--- config.mk ---
export PLATFORM = sky130hd
export DESIGN_NAME = apb_arb_flat
export DESIGN_NICKNAME = d
export VERILOG_FILES = /design/src/rtl/apb_arb_pkg.sv /design/src/rtl/apb_arb_if.sv /design/src/rtl/apb_arb_rr_pick3.sv /design/src/rtl/apb_arb.sv /design/src/flat_wrapper.sv
export SDC_FILE = /design/constraint.sdc
export NUM_CORES = 1
export LEC_CHECK = 0
export CORE_MARGIN = 2
export CORE_UTILIZATION = 30
export CTS_CLUSTER_DIAMETER = 30
export DETAILED_ROUTE_END_ITERATION = 10
export PLACE_DENSITY = 0.78
export SLEW_MARGIN = 0
export SYNTH_ARGS = -nofsm -noshare
export SYNTH_HDL_FRONTEND = slang
export SYNTH_HIERARCHICAL = 1
export SYNTH_SLANG_ARGS = --single-unit
--- constraint.sdc ---
create_clock -name clk -period 1.6 [get_ports clk]
set_input_delay 0.32 -clock clk [delete_from_list [all_inputs] [get_ports clk]]
set_output_delay 0.32 -clock clk [all_outputs]
set_load 0.05 [all_outputs]
--- src/rtl/apb_arb_pkg.sv ---
// Shared types and defaults for the APB arbiter and the downstream si decoder.
// Holds the bus FSM state encoding, default widths, master count and a round-robin helper.
package apb_pkg;

    typedef enum logic [1:0] {
        IDLE   = 2'd0,
        SETUP  = 2'd1,
        ACCESS = 2'd2
    } apb_state_e;

    localparam int APB_ADDR_W = 16;
    localparam int APB_DATA_W = 32;
    localparam int APB_NUM_M  = 3;

    // Next master index in the 0 -> 1 -> 2 -> 0 ring; out-of-range input restarts at 0.
    function automatic logic [1:0] rr_next(input logic [1:0] idx);
        rr_next = (idx >= 2'd2) ? 2'd0 : idx + 2'd1;
    endfunction

endpackage

--- src/rtl/apb_arb_if.sv ---
// Bundle of master-side request/grant signals and si-side APB signals around apb_arb.
// The slave modport is the arbiter's view; the master modport is the surrounding environment.
interface apb_arb_if
    import apb_pkg::*;
#(
    parameter int ADDR_W = APB_ADDR_W,
    parameter int DATA_W = APB_DATA_W
);
    logic [APB_NUM_M-1:0]        req_m;
    logic [APB_NUM_M-1:0]        pwrite_m;
    logic [APB_NUM_M*ADDR_W-1:0] paddr_m;
    logic [APB_NUM_M*DATA_W-1:0] pwdata_m;
    logic [APB_NUM_M*3-1:0]      way_en_m;
    logic [APB_NUM_M-1:0]        gnt_m;
    logic [APB_NUM_M-1:0]        done_m;
    logic                        err_m;
    logic [DATA_W-1:0]           prdata_m;

    logic                        psel_arb;
    logic                        penable_arb;
    logic                        pwrite_mi;
    logic [ADDR_W-1:0]           paddr_mi;
    logic [DATA_W-1:0]           pwdata_mi;
    logic [2:0]                  way_en;
    logic [DATA_W-1:0]           prdata_s;
    logic                        pready_s;

    modport slave (
        input  req_m, pwrite_m, paddr_m, pwdata_m, way_en_m, prdata_s, pready_s,
        output gnt_m, done_m, err_m, prdata_m,
        output psel_arb, penable_arb, pwrite_mi, paddr_mi, pwdata_mi, way_en
    );

    modport master (
        output req_m, pwrite_m, paddr_m, pwdata_m, way_en_m, prdata_s, pready_s,
        input  gnt_m, done_m, err_m, prdata_m,
        input  psel_arb, penable_arb, pwrite_mi, paddr_mi, pwdata_mi, way_en
    );

endinterface

--- src/rtl/apb_arb_rr_pick3.sv ---
// Combinational 3-way round-robin selector: searches from last+1 and returns
// a one-hot grant plus the winner index (grant is zero when nothing requests).
module rr_pick3
    import apb_pkg::*;
(
    input  logic [2:0] req,
    input  logic [1:0] last,
    output logic [2:0] gnt,
    output logic [1:0] idx
);

    logic [1:0] p0;
    logic [1:0] p1;
    logic [1:0] p2;

    always_comb begin
        p0  = rr_next(last);
        p1  = rr_next(p0);
        p2  = rr_next(p1);
        idx = p0;
        gnt = '0;
        if (req[p0]) begin
            idx = p0;
        end else if (req[p1]) begin
            idx = p1;
        end else if (req[p2]) begin
            idx = p2;
        end
        if (|req) begin
            gnt = 3'b001 << idx;
        end
    end

endmodule

--- src/rtl/apb_arb.sv ---
// Three-master round-robin APB arbiter driving the si decoder through SETUP/ACCESS.
// Optional ACCESS-phase timeout is enabled by defining APB_ARB_TIMEOUT_EN.
module apb_arb
    import apb_pkg::*;
#(
    parameter int ADDR_W  = APB_ADDR_W,
    parameter int DATA_W  = APB_DATA_W,
    parameter int TIMEOUT = 16
) (
    input logic      clk,
    input logic      rst,
    apb_arb_if.slave bus
);

    apb_state_e          state_q, state_d;
    logic [1:0]          last_q, last_d;
    logic [2:0]          gnt_q, gnt_d;
    logic                psel_q, psel_d;
    logic                penable_q, penable_d;
    logic                pwrite_q, pwrite_d;
    logic [ADDR_W-1:0]   paddr_q, paddr_d;
    logic [DATA_W-1:0]   pwdata_q, pwdata_d;
    logic [2:0]          way_q, way_d;

    logic [2:0]          pick_gnt;
    logic [1:0]          pick_idx;
    logic                sel_pwrite;
    logic [ADDR_W-1:0]   sel_paddr;
    logic [DATA_W-1:0]   sel_pwdata;
    logic [2:0]          sel_way;
    logic                tmo_hit;
    logic                done_fire;

    rr_pick3 u_pick (
        .req  (bus.req_m),
        .last (last_q),
        .gnt  (pick_gnt),
        .idx  (pick_idx)
    );

`ifdef APB_ARB_TIMEOUT_EN
    localparam int CNT_W = $clog2(TIMEOUT + 1);

    logic [CNT_W-1:0] cnt_q, cnt_d;

    // cnt_q equals the 1-based index of the current ACCESS cycle.
    always_comb begin
        cnt_d = cnt_q;
        if (state_q == SETUP) begin
            cnt_d = CNT_W'(1);
        end else if (state_q == ACCESS && cnt_q != CNT_W'(TIMEOUT)) begin
            cnt_d = cnt_q + CNT_W'(1);
        end
    end

    always_ff @(posedge clk) begin
        if (rst) begin
            cnt_q <= '0;
        end else begin
            cnt_q <= cnt_d;
        end
    end

    assign tmo_hit = (state_q == ACCESS) && (cnt_q == CNT_W'(TIMEOUT));
`else
    wire unused_timeout = (TIMEOUT > 0);
    assign tmo_hit = 1'b0;
`endif

    always_comb begin
        sel_pwrite = 1'b0;
        sel_paddr  = '0;
        sel_pwdata = '0;
        sel_way    = '0;
        for (int i = 0; i < APB_NUM_M; i++) begin
            if (pick_gnt[i]) begin
                sel_pwrite = bus.pwrite_m[i];
                sel_paddr  = bus.paddr_m[i*ADDR_W +: ADDR_W];
                sel_pwdata = bus.pwdata_m[i*DATA_W +: DATA_W];
                sel_way    = bus.way_en_m[3*i +: 3];
            end
        end
    end

    assign done_fire = (state_q == ACCESS) && (bus.pready_s || tmo_hit);

    always_comb begin
        state_d   = state_q;
        last_d    = last_q;
        gnt_d     = gnt_q;
        psel_d    = psel_q;
        penable_d = penable_q;
        pwrite_d  = pwrite_q;
        paddr_d   = paddr_q;
        pwdata_d  = pwdata_q;
        way_d     = way_q;
        case (state_q)
            IDLE: begin
                if (|bus.req_m) begin
                    state_d   = SETUP;
                    last_d    = pick_idx;
                    gnt_d     = pick_gnt;
                    psel_d    = 1'b1;
                    penable_d = 1'b0;
                    pwrite_d  = sel_pwrite;
                    paddr_d   = sel_paddr;
                    pwdata_d  = sel_pwdata;
                    way_d     = sel_way;
                end
            end
            SETUP: begin
                state_d   = ACCESS;
                penable_d = 1'b1;
            end
            ACCESS: begin
                if (done_fire) begin
                    state_d   = IDLE;
                    gnt_d     = '0;
                    psel_d    = 1'b0;
                    penable_d = 1'b0;
                end
            end
            default: begin
                state_d   = IDLE;
                gnt_d     = '0;
                psel_d    = 1'b0;
                penable_d = 1'b0;
            end
        endcase
    end

    always_ff @(posedge clk) begin
        if (rst) begin
            state_q   <= IDLE;
            last_q    <= 2'd2;
            gnt_q     <= '0;
            psel_q    <= 1'b0;
            penable_q <= 1'b0;
            pwrite_q  <= 1'b0;
            paddr_q   <= '0;
            pwdata_q  <= '0;
            way_q     <= '0;
        end else begin
            state_q   <= state_d;
            last_q    <= last_d;
            gnt_q     <= gnt_d;
            psel_q    <= psel_d;
            penable_q <= penable_d;
            pwrite_q  <= pwrite_d;
            paddr_q   <= paddr_d;
            pwdata_q  <= pwdata_d;
            way_q     <= way_d;
        end
    end

    assign bus.gnt_m       = gnt_q;
    assign bus.psel_arb    = psel_q;
    assign bus.penable_arb = penable_q;
    assign bus.pwrite_mi   = pwrite_q;
    assign bus.paddr_mi    = paddr_q;
    assign bus.pwdata_mi   = pwdata_q;
    assign bus.way_en      = way_q;
    assign bus.done_m      = done_fire ? gnt_q : '0;
    // A completion without pready_s can only be the timeout.
    assign bus.err_m       = done_fire && !bus.pready_s;
    assign bus.prdata_m    = (done_fire && bus.pready_s && !pwrite_q) ? bus.prdata_s : '0;

endmodule

--- src/flat_wrapper.sv ---
// flat-port wrapper written by rule: the top's interface ports become plain ports
module apb_arb_flat import apb_pkg::*;
#(
    parameter int ADDR_W  = APB_ADDR_W,
    parameter int DATA_W  = APB_DATA_W,
    parameter int TIMEOUT = 16
)
  (clk, rst, bus_req_m, bus_pwrite_m, bus_paddr_m, bus_pwdata_m, bus_way_en_m, bus_prdata_s, bus_pready_s, bus_gnt_m, bus_done_m, bus_err_m, bus_prdata_m, bus_psel_arb, bus_penable_arb, bus_pwrite_mi, bus_paddr_mi, bus_pwdata_mi, bus_way_en);
  apb_arb_if #(.ADDR_W(ADDR_W), .DATA_W(DATA_W)) bus_i ();
  input logic clk;
  input logic rst;
  input wire logic [$bits(bus_i.req_m)-1:0] bus_req_m;
  input wire logic [$bits(bus_i.pwrite_m)-1:0] bus_pwrite_m;
  input wire logic [$bits(bus_i.paddr_m)-1:0] bus_paddr_m;
  input wire logic [$bits(bus_i.pwdata_m)-1:0] bus_pwdata_m;
  input wire logic [$bits(bus_i.way_en_m)-1:0] bus_way_en_m;
  input wire logic [$bits(bus_i.prdata_s)-1:0] bus_prdata_s;
  input wire logic [$bits(bus_i.pready_s)-1:0] bus_pready_s;
  output wire logic [$bits(bus_i.gnt_m)-1:0] bus_gnt_m;
  output wire logic [$bits(bus_i.done_m)-1:0] bus_done_m;
  output wire logic [$bits(bus_i.err_m)-1:0] bus_err_m;
  output wire logic [$bits(bus_i.prdata_m)-1:0] bus_prdata_m;
  output wire logic [$bits(bus_i.psel_arb)-1:0] bus_psel_arb;
  output wire logic [$bits(bus_i.penable_arb)-1:0] bus_penable_arb;
  output wire logic [$bits(bus_i.pwrite_mi)-1:0] bus_pwrite_mi;
  output wire logic [$bits(bus_i.paddr_mi)-1:0] bus_paddr_mi;
  output wire logic [$bits(bus_i.pwdata_mi)-1:0] bus_pwdata_mi;
  output wire logic [$bits(bus_i.way_en)-1:0] bus_way_en;
  assign bus_i.req_m = bus_req_m;
  assign bus_i.pwrite_m = bus_pwrite_m;
  assign bus_i.paddr_m = bus_paddr_m;
  assign bus_i.pwdata_m = bus_pwdata_m;
  assign bus_i.way_en_m = bus_way_en_m;
  assign bus_i.prdata_s = bus_prdata_s;
  assign bus_i.pready_s = bus_pready_s;
  assign bus_gnt_m = bus_i.gnt_m;
  assign bus_done_m = bus_i.done_m;
  assign bus_err_m = bus_i.err_m;
  assign bus_prdata_m = bus_i.prdata_m;
  assign bus_psel_arb = bus_i.psel_arb;
  assign bus_penable_arb = bus_i.penable_arb;
  assign bus_pwrite_mi = bus_i.pwrite_mi;
  assign bus_paddr_mi = bus_i.paddr_mi;
  assign bus_pwdata_mi = bus_i.pwdata_mi;
  assign bus_way_en = bus_i.way_en;
  apb_arb #(.ADDR_W(ADDR_W), .DATA_W(DATA_W), .TIMEOUT(TIMEOUT)) u_core (.clk(clk), .rst(rst), .bus(bus_i));
endmodule
== Word level (Yosys, flattened, before mapping) ==
Index checks and enable logic that the tools add are counted.
W data, S select, Z words.
Word-level totals
  register bits after elaboration: 61
  bits of input ports: 194
  output and inout bits: 93
  word-level logic and storage cells: 73
Cells by class
  add/sub/neg operators: 3
  order comparisons: 6
  equality and inequality tests: 4
  shift operators: 1
  multiplexer cells: 38
  bitwise gates (word level): 1
  reductions and logical operators: 11
Operator list (count)
  $mux W32: 4
  $mux W16: 3
  $mux W3: 7
  $mux W2: 8
  $lt A2 B3 Y1 const B: 3
  $mux W1: 9
  $pmux W3 S3: 1
  $add A2 B1 Y2 const B: 3
  $bmux W1 S2: 3
  $ge A2 B2 Y1 const B: 3
  $pmux W1 S3: 2
  $pmux W2 S3: 1
  $logic_and A1 B1 Y1: 4
  $ne A2 B1 Y1 const B: 2
  $reduce_and A2 Y1: 2
  $reduce_and A3 Y1: 1
  $reduce_or A3 Y1: 1
  $shl A1 B2 Y3 const A: 1
  $eq A2 B1 Y1 const B: 1
  $eq A2 B2 Y1 const B: 1
  $logic_not A1 Y1: 2
  $logic_not A2 Y1: 1
  $not A1 Y1: 1

== Longest topological paths before layout ==
  word-level depth: 16
  mapped depth: 10
  depth with buffers taken out: 7

== Modules after synthesis ==
The synthesis kept the hierarchy.
Modules (own cells, without submodules)
  apb_arb: instances 1, cells an instance 427, area an instance 3398.3 µm², seq. area each 1201.2 µm²
  rr_pick3: instances 1, cells an instance 16, area an instance 90.1 µm², seq. area each 0.0 µm²

== Worst setup path after synthesis ==
No wires, ideal clock.
  path kind: reg2out
  from: reg u_core.state_q[1]
  to: out bus_prdata_m[10]
  arrival time: 1.695 ns
  data required time: 1.280 ns
  slack: -0.415 ns
  cell stages (with the launch flop): 5
  path buffers: 1
  cells stage by stage: dfxtp_1 -> nand2_1 -> nor3_2 -> clkbuf_1 -> and2_1
On the way
  longest elaborated chain between the ends: 5
RTL lines
  start: declaration: RTL line apb_arb.sv:15  | apb_state_e state_q, state_d;
  start signal: assignment: RTL line apb_arb.sv:144  | state_q <= state_d;
  $eq A2 B2 Y1: RTL line apb_arb.sv:85  | assign done_fire = (state_q == ACCESS) && (bus.pready_s || tmo_hit);
  $logic_and A1 B1 Y1: RTL line apb_arb.sv:85
  $logic_and A1 B1 Y1 (2 in a row): RTL line apb_arb.sv:166  | assign bus.prdata_m = (done_fire && bus.pready_s && !pwrite_q) ? bus.prdata_s : '0;
  $mux W32: RTL line apb_arb.sv:166
  end: declaration: RTL line flat_wrapper.sv:22  | output wire logic [$bits(bus_i.prdata_m)-1:0] bus_prdata_m;
Every way passes these cells.

== Worst setup path after layout ==
  from: reg u_core.last_q[0]
  to: reg u_core.pwdata_q[30] (netlist: u_core/bus.pwdata_mi[30])
On the way
  longest elaborated chain between the ends: 16
  elaborated cells between the ends (all ways): 23
  those cells by class: add/sub: 3; order compare: 3; shift: 1; mux: 16
RTL lines
  start: declaration: RTL line apb_arb.sv:16  | logic [1:0] last_q, last_d;
  start signal: assignment: RTL line apb_arb.sv:145  | last_q <= last_d;
  $add A2 B1 Y2 / $ge A2 B2 Y1 (equally long branches): RTL line apb_arb_pkg.sv:17  | rr_next = (idx >= 2'd2) ? 2'd0 : idx + 2'd1;
  $mux W2 *: RTL line apb_arb_pkg.sv:17
  $add A2 B1 Y2 / $ge A2 B2 Y1 (equally long branches): RTL line apb_arb_pkg.sv:17
  $mux W2: RTL line apb_arb_pkg.sv:17
  $add A2 B1 Y2 / $ge A2 B2 Y1 (equally long branches): RTL line apb_arb_pkg.sv:17
  $mux W2: RTL line apb_arb_pkg.sv:17
  $bmux W1 S2: RTL line apb_arb_rr_pick3.sv:26  | end else if (req[p2]) begin
  $mux W1 (not written as such): RTL line apb_arb_rr_pick3.sv:26
  $mux W2: RTL line apb_arb_rr_pick3.sv:26
  $mux W2: RTL line apb_arb_rr_pick3.sv:24  | end else if (req[p1]) begin
  $mux W2 *: RTL line apb_arb_rr_pick3.sv:22  | if (req[p0]) begin
  $shl A1 B2 Y3 *: RTL line apb_arb_rr_pick3.sv:30  | gnt = 3'b001 << idx;
  $mux W3 *: RTL line apb_arb_rr_pick3.sv:29  | if (|req) begin
  net u_core.pick_gnt[0]: RTL line apb_arb.sv:25  | logic [2:0] pick_gnt;
  $mux W32 * (3 in a row): RTL line apb_arb.sv:76  | if (pick_gnt[i]) begin
  end signal: assignment: RTL line apb_arb.sv:151  | pwdata_q <= pwdata_d;
  end: declaration: RTL line apb_arb.sv:22  | logic [DATA_W-1:0] pwdata_q, pwdata_d;
Mark *: on every way through the listed nets, which the timed path passes. The rest lies on a longest branch. The select of a mux whose other input is x is not followed.
A chain may end at the register's enable or synchronous reset.

==> key figures <==
Final layout
  – Nets: between 900 and 1000
  – # fillers: about 840
  – Share of post-route cells with drive strength above 1: 33.4%
  – Final core utilization: 70.1%
  – Layout area overhead: 129%

Timing
  – Final hold vios: 0
  – Slew Limit Fails: 0
  – Worst Skew: between 0.005 and 0.006 ns
  – RSZ-0062 raised after global routing: yes
  – Max Freq: 537 MHz
  – Setup violations, final: slightly below 90
  – Final worst path period share: 116%
  – Final min period: about 1.9 ns
  – Setup slack after layout: -0.263 ns
  – Hold_ws: approximately 0.35 ns
  – Post-route setup TNS: -15.34 ns

Setup path
  – Delay-heaviest family, CP: simple AND/OR/NAND/NOR gates
  – Critical Path End: u_core/bus.pwdata_mi[30]
  – Crit path buf inv count: 2
  – R2R Setup Slk: -0.26 ns
  – Critical path type: reg2reg
  – Setup crit end kind: flip-flop
  – Critical Path AT: 2.10 ns
  – CP Depth: 9
  – CP max FO: 5
  – R2R Path Start: u_core/last_q[0]
  – Crit path cell chain: and2b_1 -> o21ai_1 -> and2_4 -> nor2b_4 -> buf_8 -> buf_12 -> a221o_1 -> nand3_1 -> a21oi_1
  – Worst setup startpoint: u_core/last_q[0]
  – Worst setup SP type: flip-flop
  – Max stage delay cell, worst path: dfxtp_2
  – Reg-to-reg endpoint: u_core/bus.pwdata_mi[30]
  – Critical Path RT: ~1.8 ns
  – Worst reg-to-reg path cell count: 9
  – Worst path max stage delay: between 0.3 and 0.4 ns

Synthesis
  – Share of the synthesized area in the top cell type: around a third
  – Flops & latches, synth: 60
  – Cells after Synth: between 400 and 500
  – Yosys warns: 6
  – Post-synthesis sequential area ratio: 34.4%
  – Area of the mapped netlist: 3490 um^2
  – Syn Area/Cell: ~7.9 um^2
  – Top post-synthesis cells by area: dfxtp_1 34%, a221o_1 15%, nand2b_1 9.5%
  – Largest area contributor in the netlist: dfxtp_1
  – Async set or reset register ratio after synthesis: 0%
  – Post-synth EDFFs: 0
  – Synthesized net count: between 600 and 700
  – Unique masters post-synth: 25
  – Top cells by count, synth: 60 x dfxtp_1, 60 x nand2_1, 55 x a21oi_1, 53 x nand2b_1, 53 x nand3_1
  – Ys flop type: dfxtp_1

Global routing
  – Number of global-route vias before repair: between 4000 and 5000
  – Total congestion overflow: 0
  – Total GRT Usage: 26.1%
  – Global-route wire length before repair: roughly 26 mm
  – Largest net degree at the start of global routing: 39
  – Initial antenna violation count: 1

CTS
  – Clock transition at path regs: 0.05 ns
  – CTS root buffer: clkbuf_16
  – Hold-fix buffers at CTS: 0
  – CTS Buffer Depth: 2
  – H-tree lvl count: 3
  – Clock tree from TritonCTS: done
  – Total CTS buffers: 9
  – Clock Sinks: 60
  – Worst skew pair latency: around 0.32 ns

Outcome
  – Status: finished, violations left
  – Failing checks: setup timing

Placed design
  – Worst slack, placed: -0.545 ns
  – RD Place Congestion: slightly below 1
  – IO Port Bufs: ~290
  – Post-DP HPWL: 11.1 mm

Job
  – Max-cap violations: 0

Routing
  – Via-to-Cell Ratio: 5.22
  – Routed Antenna Nets: 0
  – DR DRC count: 0
  – 1st-iter DRT viols: 366
  – First-pass DRT Iterations: 4
  – Via count: 4699
  – Wire per inst: between 15 and 20 um
  – DRT Wirelength: between 15 and 20 mm

Die
  – Io pins: 287
  – Core Area: 11400 um^2
  – Rows: 39
  – Chip width: around 110 um
  – Die Footprint: approximately 13000 um^2
  – Initial Util: 30.7%
  – Die height: ~110 um

Power
  – Pleak: approximately 3.2 nW
  – Pwr/cell area: approximately 890 nW/um^2
  – Worst vdd ir: between 0.0005 and 0.0006 V

Min path
  – Tightest Hold Check Type: in2reg
==> cells in the final DEF, fill, tap and decap left out, drive strengths merged <==
cell type,count
o21bai,1
nor3,3
inv,2
a31o,1
clkinv,1
and2b,1
and2,36
nor2,9
clkdlybuf4s50,188
o211ai,1
conb,1
buf,148
dfxtp,60
diode,1
a22o,1
nand3,53
dlygate4sd2,4
a32o,3
nand2b,53
bufbuf,1
bufinv,2
o21ai,4
a221o,51
nand2,60
clkbuf,13
nor2b,1
clkinvlp,1
a21oi,55
o21a,3
==> metrics by stage <==
stage	area [um^2]	total power, mW	instances
floorplan	3590	3.40	443
global placement	6950	4.55	859
detailed placement	6950	4.61	859
CTS	7890	7.06	902
global route	7970	7.40	901
finish	7970	7.13	901
==> kinds of logic after synthesis <==
kind of cell,share of synthesized area (%)
compound gates,25.3
buf+inv,7.82
flops,34.4
simple gates,32.3
other cells,0.108
==> where the power goes <==
part	switching (mW)	internal, mW
sequential	0.114	1.68
clock	0.676	1.40
combinational	1.71	1.54
total	2.50	4.62
==> final cells by class <==
type | count | area [um^2] | share of cell area [%]
diodes | 1 | 2.50 | 0.0314
clock buffers | 12 | 246 | 3.09
clock inverters | 4 | 72.6 | 0.910
inverters | 2 | 7.51 | 0.0942
multi-input cells | 337 | 2330 | 29.3
flip-flops and latches | 60 | 1210 | 15.2
well taps | 143 | 179 | 2.24
repair buffers | 342 | 3920 | 49.2
==> flip-flops by register name (all words and copies together) (netlist names) <==
name and flops:
u_core/bus.pwdata_mi 32, u_core/bus.psel_arb 1, u_core/bus.paddr_mi 16, u_core/last_q 2
u_core/state_q 2, u_core/bus.way_en 3, u_core/bus.gnt_m 3, u_core/bus.pwrite_mi 1
==> routing by layer <==
| layer | track usage, % | part of all wire (%) | vias to the layer above |
|---|---|---|---|
| met2 | 47.3 | 52 | 260 |
| met5 | 0 | 0 | - |
| met3 | 7.29 | 8.1 | 45 |
| met4 | 10.5 | 2.6 | 0 |
| met1 | 28.8 | 37 | 2193 |
| li1 | - | - | 2201 |
==> timing repair <==
action                                  CTS  global route
gates resized for setup                  42            41
buffers inserted                         12             5
cloned                                   15             1
pin swaps                                67            38
endpoints found under the hold margin     0             0
endpoints found under the setup margin   89            88
==> worst min path at each step <==
stage / start / to / slack, ns / cells past startpoint
5_1_grt: rst / u_core/last_q[1] / 0.38 / 3
3_3_place_gp: u_core/bus.pwdata_mi[21] / u_core/bus.pwdata_mi[21] / 0.44 / 2
3_5_place_dp: u_core/bus.paddr_mi[5] / u_core/bus.paddr_mi[5] / 0.45 / 2
2_1_floorplan: u_core/last_q[0] / u_core/last_q[0] / 0.45 / 2
6_report: rst / u_core/last_q[1] / 0.35 / 3
4_1_cts: rst / u_core/last_q[1] / 0.35 / 3
==> worst register-to-register path: stages (launching register included) <==
cell and delay, ns:
dfxtp_2 0.33, and2b_1 0.21, o21ai_1 0.15, and2_4 0.16, nor2b_4 0.21, buf_8 0.17, buf_12 0.14, a221o_1 0.17
nand3_1 0.09, a21oi_1 0.16
Note: power is estimated with default switching activity, not from simulation.
